<file path="src/rtl/piece_sequencer_if.sv">
// piece_sequencer_if: command/status bundle between the game-flow sequencer and the board datapath.
interface piece_sequencer_if;
    logic       start;
    logic [7:0] keycode;
    logic       can_left, can_right, can_rotate, can_down;
    logic       spawn_ok, lines_done;
    logic [2:0] state;
    logic       do_left, do_right, do_rotate, do_down, do_spawn, do_lock, do_clear;
    logic       game_over;
    modport master (
        input  start, keycode, can_left, can_right, can_rotate, can_down, spawn_ok, lines_done,
        output state, do_left, do_right, do_rotate, do_down, do_spawn, do_lock, do_clear, game_over
    );
    modport slave (
        output start, keycode, can_left, can_right, can_rotate, can_down, spawn_ok, lines_done,
        input  state, do_left, do_right, do_rotate, do_down, do_spawn, do_lock, do_clear, game_over
    );
endinterface

</file>
<file path="src/rtl/piece_sequencer.sv">
// piece_sequencer: spawn/gravity/move/lock/clear flow turning keys and a gravity timer into one-cycle command pulses.
module piece_sequencer #(
    parameter int unsigned GRAVITY_TICKS   = 25_000_000,
    parameter int unsigned SOFT_DROP_TICKS = 2_500_000,
    parameter int unsigned REPEAT_DELAY    = 8_000_000,
    parameter int unsigned REPEAT_RATE     = 2_000_000,
    parameter int unsigned SETTLE          = 8
) (
    input  logic              Clk,
    input  logic              reset,
    piece_sequencer_if.master bus
);
    typedef enum logic [2:0] {
        IDLE = 3'b000, SPAWN = 3'b001, SPAWN_CHK = 3'b101, ACTIVE = 3'b111,
        LOCK = 3'b010, CLEAR = 3'b011, OVER = 3'b100
    } state_t;
    localparam logic [7:0] KEY_LEFT = 8'h04, KEY_RIGHT = 8'h07, KEY_ROT = 8'h1A, KEY_SOFT = 8'h16;
    localparam int P_LEFT = 6, P_RIGHT = 5, P_ROT = 4, P_DOWN = 3, P_SPAWN = 2, P_LOCK = 1, P_CLEAR = 0;
    // Repeat timer counts down to the next repeat; a delay of 1 makes the press itself the first repeat.
    localparam logic [31:0] REP_FIRST = (REPEAT_DELAY == 1) ? REPEAT_RATE : REPEAT_DELAY - 1;
    state_t      state_q, state_d;
    logic [31:0] grav_q, grav_d, rep_q, rep_d, settle_q, settle_d;
    logic [7:0]  prev_key_q, prev_key_d, pend_key_q, pend_key_d;
    logic [6:0]  pulse_q, pulse_d;
    logic        game_over_q, game_over_d;
    logic        action_key, press, repeat_ev, due;
    logic [31:0] period;
    logic [7:0]  ev_key;
    always_comb begin
        action_key = bus.keycode inside {KEY_LEFT, KEY_RIGHT, KEY_ROT};
        press      = action_key && bus.keycode != prev_key_q;
        repeat_ev  = action_key && !press && rep_q == 32'd1;
        period     = (bus.keycode == KEY_SOFT) ? SOFT_DROP_TICKS : GRAVITY_TICKS;
        due        = grav_q >= period - 32'd1;
        ev_key     = (press || repeat_ev) ? bus.keycode : pend_key_q;
        state_d    = state_q;
        pulse_d    = '0;
        prev_key_d = bus.keycode;
        rep_d      = !action_key ? '0 : press ? REP_FIRST : repeat_ev ? REPEAT_RATE :
                     (rep_q == '0) ? '0 : rep_q - 32'd1;
        grav_d     = grav_q;
        settle_d   = settle_q;
        pend_key_d = pend_key_q;
        case (state_q)
            IDLE:      state_d = bus.start ? SPAWN : IDLE;
            SPAWN:     state_d = SPAWN_CHK;
            SPAWN_CHK: begin
                state_d    = bus.spawn_ok ? ACTIVE : OVER;
                grav_d     = '0;
                rep_d      = '0;
                settle_d   = '0;
                pend_key_d = '0;
            end
            ACTIVE: begin
                grav_d = due ? grav_q : grav_q + 32'd1;
                if (settle_q != '0) begin
                    settle_d   = settle_q - 32'd1;
                    pend_key_d = press ? bus.keycode : pend_key_q;
                end else begin
                    pend_key_d = '0;
                    if (due) begin
                        grav_d = '0;
                        if (bus.can_down) pulse_d[P_DOWN] = 1'b1;
                        else state_d = LOCK;
                    end
                    else if (ev_key == KEY_ROT && bus.can_rotate) pulse_d[P_ROT] = 1'b1;
                    else if (ev_key == KEY_LEFT && bus.can_left) pulse_d[P_LEFT] = 1'b1;
                    else if (ev_key == KEY_RIGHT && bus.can_right) pulse_d[P_RIGHT] = 1'b1;
                    settle_d = |pulse_d[P_LEFT:P_DOWN] ? SETTLE : '0;
                end
            end
            LOCK:      state_d = CLEAR;
            CLEAR:     state_d = bus.lines_done ? SPAWN : CLEAR;
            OVER:      state_d = bus.start ? IDLE : OVER;
            default:   state_d = IDLE;
        endcase
        pulse_d[P_SPAWN] = state_d == SPAWN;
        pulse_d[P_LOCK]  = state_d == LOCK;
        pulse_d[P_CLEAR] = state_d == CLEAR && state_q != CLEAR;
        game_over_d      = state_d == OVER;
    end
    always_ff @(posedge Clk or posedge reset) begin
        if (reset) begin
            state_q     <= IDLE;
            grav_q      <= '0;
            rep_q       <= '0;
            settle_q    <= '0;
            prev_key_q  <= '0;
            pend_key_q  <= '0;
            pulse_q     <= '0;
            game_over_q <= 1'b0;
        end else begin
            state_q     <= state_d;
            grav_q      <= grav_d;
            rep_q       <= rep_d;
            settle_q    <= settle_d;
            prev_key_q  <= prev_key_d;
            pend_key_q  <= pend_key_d;
            pulse_q     <= pulse_d;
            game_over_q <= game_over_d;
        end
    end
    assign bus.state     = state_q;
    assign bus.game_over = game_over_q;
    assign {bus.do_left, bus.do_right, bus.do_rotate, bus.do_down,
            bus.do_spawn, bus.do_lock, bus.do_clear} = pulse_q;
endmodule
</file>
<file path="src/flat_wrapper.sv">
// flat-port wrapper written by rule: the top's interface ports become plain ports
module piece_sequencer_flat 
#(
    parameter int unsigned GRAVITY_TICKS   = 25_000_000,
    parameter int unsigned SOFT_DROP_TICKS = 2_500_000,
    parameter int unsigned REPEAT_DELAY    = 8_000_000,
    parameter int unsigned REPEAT_RATE     = 2_000_000,
    parameter int unsigned SETTLE          = 8
)
  (Clk, reset, bus_start, bus_keycode, bus_can_left, bus_can_right, bus_can_rotate, bus_can_down, bus_spawn_ok, bus_lines_done, bus_state, bus_do_left, bus_do_right, bus_do_rotate, bus_do_down, bus_do_spawn, bus_do_lock, bus_do_clear, bus_game_over);
  piece_sequencer_if bus_i ();
  input  logic Clk;
  input  logic reset;
  input wire logic [$bits(bus_i.start)-1:0] bus_start;
  input wire logic [$bits(bus_i.keycode)-1:0] bus_keycode;
  input wire logic [$bits(bus_i.can_left)-1:0] bus_can_left;
  input wire logic [$bits(bus_i.can_right)-1:0] bus_can_right;
  input wire logic [$bits(bus_i.can_rotate)-1:0] bus_can_rotate;
  input wire logic [$bits(bus_i.can_down)-1:0] bus_can_down;
  input wire logic [$bits(bus_i.spawn_ok)-1:0] bus_spawn_ok;
  input wire logic [$bits(bus_i.lines_done)-1:0] bus_lines_done;
  output wire logic [$bits(bus_i.state)-1:0] bus_state;
  output wire logic [$bits(bus_i.do_left)-1:0] bus_do_left;
  output wire logic [$bits(bus_i.do_right)-1:0] bus_do_right;
  output wire logic [$bits(bus_i.do_rotate)-1:0] bus_do_rotate;
  output wire logic [$bits(bus_i.do_down)-1:0] bus_do_down;
  output wire logic [$bits(bus_i.do_spawn)-1:0] bus_do_spawn;
  output wire logic [$bits(bus_i.do_lock)-1:0] bus_do_lock;
  output wire logic [$bits(bus_i.do_clear)-1:0] bus_do_clear;
  output wire logic [$bits(bus_i.game_over)-1:0] bus_game_over;
  assign bus_i.start = bus_start;
  assign bus_i.keycode = bus_keycode;
  assign bus_i.can_left = bus_can_left;
  assign bus_i.can_right = bus_can_right;
  assign bus_i.can_rotate = bus_can_rotate;
  assign bus_i.can_down = bus_can_down;
  assign bus_i.spawn_ok = bus_spawn_ok;
  assign bus_i.lines_done = bus_lines_done;
  assign bus_state = bus_i.state;
  assign bus_do_left = bus_i.do_left;
  assign bus_do_right = bus_i.do_right;
  assign bus_do_rotate = bus_i.do_rotate;
  assign bus_do_down = bus_i.do_down;
  assign bus_do_spawn = bus_i.do_spawn;
  assign bus_do_lock = bus_i.do_lock;
  assign bus_do_clear = bus_i.do_clear;
  assign bus_game_over = bus_i.game_over;
  piece_sequencer #(.GRAVITY_TICKS(GRAVITY_TICKS), .SOFT_DROP_TICKS(SOFT_DROP_TICKS), .REPEAT_DELAY(REPEAT_DELAY), .REPEAT_RATE(REPEAT_RATE), .SETTLE(SETTLE)) u_core (.Clk(Clk), .reset(reset), .bus(bus_i));
endmodule
</file>
<file path="config.mk">
export PLATFORM = sky130hd
export DESIGN_NAME = piece_sequencer_flat
export DESIGN_NICKNAME = d
export VERILOG_FILES = /design/src/rtl/piece_sequencer_if.sv /design/src/rtl/piece_sequencer.sv /design/src/flat_wrapper.sv
export SDC_FILE = /design/constraint.sdc
export NUM_CORES = 1
export LEC_CHECK = 0
export ABC_CLOCK_PERIOD_IN_PS = 6900
export BUFFER_PORTS_ARGS = -buffer_cell sky130_fd_sc_hd__buf_2
export CAP_MARGIN = 20
export CORE_MARGIN = 5
export CORE_UTILIZATION = 35
export CTS_CLUSTER_DIAMETER = 80
export DETAILED_ROUTE_END_ITERATION = 10
export GPL_TIMING_DRIVEN = 0
export PLACE_DENSITY = 0.61
export SLEW_MARGIN = 20
export SYNTH_ARGS = -nofsm -noshare
export SYNTH_HDL_FRONTEND = slang
export SYNTH_SLANG_ARGS = --single-unit
</file>
<file path="constraint.sdc">
create_clock -name Clk -period 6.9 [get_ports Clk]
set_input_delay 1.38 -clock Clk [delete_from_list [all_inputs] [get_ports Clk]]
set_output_delay 1.38 -clock Clk [all_outputs]
set_load 0.1 [all_outputs]
</file>
# Word-level counts from Yosys, hierarchy flattened
# Index checks and enable logic that the tools add are counted.
[totals] n_memories=0 latch_bits=0 wordCells=89 out_inout_bits=11 inputBits=17 mem_bits_rw=0 ff_bits=123 romBits=0
[op_classes] div=0 n_lt_le_gt_ge=1 n_mul=0 reduce_logical=16 bitwise=0 n_mux=39 n_eq_ne=21 addsub=4 n_shift=0
[op_table] operator="$mux 32" n=9
[op_table] operator="$pmux 32 s2" n=2
[op_table] operator="$sub 32x1->32 const B" n=3
[op_table] operator="$add 32x1->32 const B" n=1
[op_table] operator="$eq 32x1->1 const B" n=1
[op_table] operator="$eq 8x3->1 const B" n=4
[op_table] operator="$ge 32x32->1" n=1
[op_table] operator="$logic_not 32->1" n=1
[op_table] operator="$reduce_bool 32->1" n=1
[op_table] operator="$mux 25" n=1
[op_table] operator="$eq 8x5->1 const B" n=3
[op_table] operator="$mux 8" n=3
[op_table] operator="$mux 3" n=7
[op_table] operator="$pmux 3 s7" n=1
[op_table] operator="$pmux 8 s2" n=1
[op_table] operator="$eq 3x2->1 const B" n=4
[op_table] operator="$eq 3x3->1 const B" n=4
[op_table] operator="$mux 4" n=3
[op_table] operator="$mux 1" n=9
[op_table] operator="$ne 8x8->1" n=1
[op_table] operator="$logic_and 1x1->1" n=7
[op_table] operator="$eq 3x1->1 const B" n=2
[op_table] operator="$mux 2" n=3
[op_table] operator="$ne 3x2->1 const B" n=2
[op_table] operator="other kinds (7)" n=7

# Depth between registers and ports, before layout
[logic_depth] ltp_word=20 ltp_mapped=16 depth_no_buf=14

# Least setup slack after synthesis
# No wires, ideal clock.
[synth_path] path_type="in2reg" from="input port bus_keycode[1]" to="register u_core.grav_q[0]" setup_time_ns=0.141 setup_slack_ns=2.437 stages=16 required_time_ns=6.759 path_buffers=2 arrival_ns=4.322 cell_sequence="clkbuf_1 and3_1 and3_1 inv_1 ha_1 nor2_1 a2111oi_0 o221ai_1 a211o_1 nand2_1 inv_1 buf_2 ha_1 nor2_1 a21oi_1 o22ai_1"
[synth_between] elab_chain_len=8
[synth_rtl] element="start: declaration" line_no="flat_wrapper.sv:15" text="input wire logic [$bits(bus_i.keycode)-1:0] bus_keycode;"
[synth_rtl] element="$eq 8x5->1 (*)" line_no="piece_sequencer.sv:33" text="period = (bus.keycode == KEY_SOFT) ? SOFT_DROP_TICKS : GRAVITY_TICKS;"
[synth_rtl] element="$mux 25 (*)" line_no="piece_sequencer.sv:33"
[synth_rtl] element="$sub 32x1->32 (*)" line_no="piece_sequencer.sv:34" text="due = grav_q >= period - 32'd1;"
[synth_rtl] element="$ge 32x32->1 (*)" line_no="piece_sequencer.sv:34"
[synth_rtl] element="$mux 32" line_no="piece_sequencer.sv:55" text="grav_d = due ? grav_q : grav_q + 32'd1;"
[synth_rtl] element="$mux 32" line_no="piece_sequencer.sv:61" text="if (due) begin"
[synth_rtl] element="$mux 32 (*)" line_no="piece_sequencer.sv:56" text="if (settle_q != '0) begin"
[synth_rtl] element="$pmux 32 s2 (*)" line_no="piece_sequencer.sv:44" text="case (state_q)"
[synth_rtl] element="end signal: assignment" line_no="piece_sequencer.sv:94" text="grav_q <= grav_d;"
[synth_rtl] element="end: declaration" line_no="piece_sequencer.sv:22" text="logic [31:0] grav_q, grav_d, rep_q, rep_d, settle_q, settle_d;"
# Mark *: on every way between the ends. The rest lies on a longest branch, timed or not.
# A chain may end at the register's enable or synchronous reset.

# Final worst setup path
[layout_path] from="input port bus_keycode[5]" to="register u_core.grav_q[11]"
# Same word-level chain as after synthesis.

==> results.py <==
metrics = {
    "run_status": {
        "outcome": "complete, no violations",
    },
    "critical_path": {
        "cp.arrival_ns": 5.40,
        "crit_chain": "buf_2, nor3_1, and3_1, inv_1, ha_1, nor2_1, a2111oi_0, o221ai_1, a211oi_2, o21ai_2, a21oi_1, buf_2, o22ai_1",
        "crit_fanout": 10,
        "cp-startpoint": "bus_keycode[5]",
        "cp-end-kind": "flip-flop",
        "crit_path_frequent_cell": "buf_2",
        "crit_slowest_cell": "a211oi_2",
        "ff2ff_setup_slack_ns": 3.23,
        "worst-path-stages": 13,
        "path_buf_inv": 3,
        "r2r_start": "u_core.settle_q[0]",
        "cp-endpoint": "u_core.grav_q[11]",
        "start_kind": "input pin",
        "ff2ff_path_depth": 9,
        "rr_endpoint": "u_core.settle_q[16]",
        "max_stage_delay_ns": 0.71,
        "crit_family": "compound AO/OA/AOI/OAI gates",
        "setup.worst_path.class": "in2reg",
        "required_ns": 7.19,
    },
    "yosys": {
        "async_flop_share_pct": 100,
        "ys_seq_area_share_pct": 45.7,
        "yosys-top-cells-area": "dfrtp_1 46%, nor2_1 4.9%, nand2_1 4.7%",
        "syn_area_um2": 6730,
        "synth_top_area_cell": "dfrtp_1",
        "synth_edf_count": 0,
        "synth_cells": 749,
        "dominantRegCellSynth": "dfrtp_1",
        "yosysMostFrequentCell": "dfrtp_1",
        "synth_top_area_share_pct": 45.7,
        "yosys_register_bits": 123,
        "synth_fp_nets": 775,
        "synth_cell_type_count": 65,
        "synth_area_per_cell_um2": 8.99,
        "ys.warnings.count": 0,
        "netlist_top_cells_count": "123 x dfrtp_1, 88 x nor2_1, 84 x nand2_1",
    },
    "floorplanning": {
        "chipWidth_um": 149,
        "io_pins": 28,
        "fp.dieH_um": 149,
        "start_util_pct": 35.8,
        "row_count": 50,
        "core_um2": 18800,
        "dieArea_um2": 22100,
    },
    "detailed_routing": {
        "wire_per_inst_um": 16.0,
        "drc": 0,
        "wl_um": 17100,
        "drt_pass1_iterations": 5,
        "vias": 5787,
        "drtIter0Drc": 470,
        "drt-vias-per-instance": 5.41,
        "ant_nets": 0,
    },
    "placement": {
        "gp_congestion": 0.827,
        "dp_hpwl_um": 11600,
        "io_buffers": 27,
    },
    "cells_and_area": {
        "fin_util_pct": 41.4,
        "syn_to_final_growth_pct": 15.9,
        "seqCellArea_um2": 3080,
        "multi_input_area_um2": 3420,
        "fin_nets": 822,
        "diodes": 0,
        "fillers": 1867,
        "drive_above_1_share_pct": 11.6,
    },
    "worst_hold_path": {
        "hold_path.class": "reg2reg",
    },
    "job": {
        "max_cap_viol_count": 0,
    },
    "power_and_ir_drop": {
        "p_leak_nw": 3.51,
        "ir_worst_vdd_mv": 0.289,
        "power_mw": 2.92,
        "power_density_nw_per_um2": 374,
    },
    "grt": {
        "grt_pass1_wl_um": 28800,
        "groute.usage.overall_pct": 16.1,
        "grt_overflow": 0,
        "grt_max_degree": 85,
        "antenna_found_initial": 0,
        "grt_pass1_vias": 5551,
    },
    "sta": {
        "period_minus_slack_ns": 5.11,
        "finClkSkew_ns": 0.00852,
        "max_slew_margin_pct": 44.3,
        "hold_viol": 0,
        "worstMarginPinSlew_ns": 0.823,
        "final-setup-viol-count": 0,
        "slew_viol_final": 0,
        "period_share_pct": 74.1,
        "grt_setup_unrepaired": "no",
        "setup_tns_ns": 0,
        "holdWs_ns": 0.489,
        "fmax_mhz": 196,
    },
    "clock_network": {
        "cts_buffers": 17,
        "clk_pin_slew_ns": 0.06,
        "clock_sinks": 123,
        "post_cts_buffers": 0,
        "hold_buffers": 0,
        "tritoncts": "yes",
        "h-tree-depth": 4,
        "cts_resized": 0,
        "clockBufferDepth": 2,
        "cts_root_buf": "clkbuf_16",
        "worstSkewPairLatency_ns": 0.42,
    },
}
==> layer usage <==
| layer | up-vias | track usage, % | part of all wire (%) |
|---|---|---|---|
| li1 | 2832 | - | - |
| met1 | 2785 | 23.7 | 50 |
| met2 | 154 | 23.3 | 42 |
| met3 | 16 | 4.36 | 6.4 |
| met4 | 0 | 4.71 | 1.1 |
| met5 | - | 0 | 0 |
==> worst min path at each step <==
stage | startpoint | to | cells past startpoint
finish | u_core.pend_key_q[5] | u_core.pend_key_q[5] | 1
global route | u_core.pend_key_q[7] | u_core.pend_key_q[7] | 1
CTS | u_core.pend_key_q[5] | u_core.pend_key_q[5] | 1
detailed placement | u_core.pend_key_q[5] | u_core.pend_key_q[5] | 1
global placement | u_core.pend_key_q[6] | u_core.pend_key_q[6] | 1
floorplan | u_core.settle_q[31] | u_core.settle_q[31] | 1
==> worst register-to-register path, stage by stage, from the launching register on <==
cell	delay (ns)
dfrtp_1	0.41
inv_1	0.08
ha_1	0.22
nor4b_1	0.70
nand3_1	0.44
nor4_2	0.69
nand2b_1	0.19
buf_2	0.18
clkbuf_1	0.43
o21ai_0	0.19
==> placed cells by master, fill, tap and decap left out, types with 9 or more instances in the layout <==
cell | synthesis | routed
a21oi_1 | 33 | 33
a31oi_1 | 11 | 11
and3_1 | 14 | 14
buf_2 | 9 | 36
clkbuf_1 | 24 | 24
clkbuf_16 | 0 | 17
dfrtp_1 | 123 | 123
ha_1 | 9 | 9
inv_1 | 19 | 18
nand2_1 | 84 | 84
nand3_1 | 19 | 19
nand4_1 | 15 | 15
nor2_1 | 88 | 88
nor3_1 | 38 | 38
nor4_1 | 26 | 26
o21ai_0 | 42 | 42
o31ai_1 | 9 | 9
o41ai_1 | 12 | 12
or3_1 | 11 | 11
xnor2_1 | 27 | 27
xor2_1 | 17 | 17
==> where the power goes <==
part / total, mW / internal [mW] / switching [mW]
combinational: 1.14 / 0.324 / 0.812
sequential: 0.926 / 0.827 / 0.0996
clock: 0.858 / 0.515 / 0.343
total: 2.92 / 1.67 / 1.25
==> final cells by class <==
type / instances / area share [%]
multi-input cells: 571 / 43.9
inverters: 19 / 1.01
clock buffers: 19 / 5.81
flip-flops and latches: 123 / 39.4
well taps: 260 / 4.17
clock inverters: 13 / 1.54
repair buffers: 28 / 2.08
plain buffers: 36 / 2.07
==> per-stage QoR <==
| stage | std cells | area, um^2 | setup slack, ns |
|---|---|---|---|
| after CTS | 1069 | 7800 | 1.85 |
| after global routing | 1069 | 7800 | 1.42 |
| final | 1069 | 7800 | 1.79 |
| after floorplan | 749 | 6730 | 2.25 |
| after global placement | 1036 | 7190 | 0.581 |
| after detailed placement | 1037 | 7230 | 1.42 |
==> sequential cells by signal (all words and copies together), names as in the netlist <==
signal                cells
u_core.pulse_q            7
u_core.grav_q            32
u_core.rep_q             32
u_core.bus.game_over      1
u_core.pend_key_q         8
u_core.settle_q          32
u_core.prev_key_q         8
u_core.bus.state          3
==> cell families after synthesis <==
logic type | count (synthesis) | share of synthesized area (%)
adder cells (fa/ha/maj) | 9 | 1.67
AND/OR/NAND/NOR | 348 | 25.9
XOR/XNOR | 44 | 5.72
AO/OA/AOI/OAI | 162 | 16.3
buffers and inverters | 55 | 3.46
flip-flops | 123 | 45.7
multiplexers | 8 | 1.21
(Power assumes the default switching activity.)
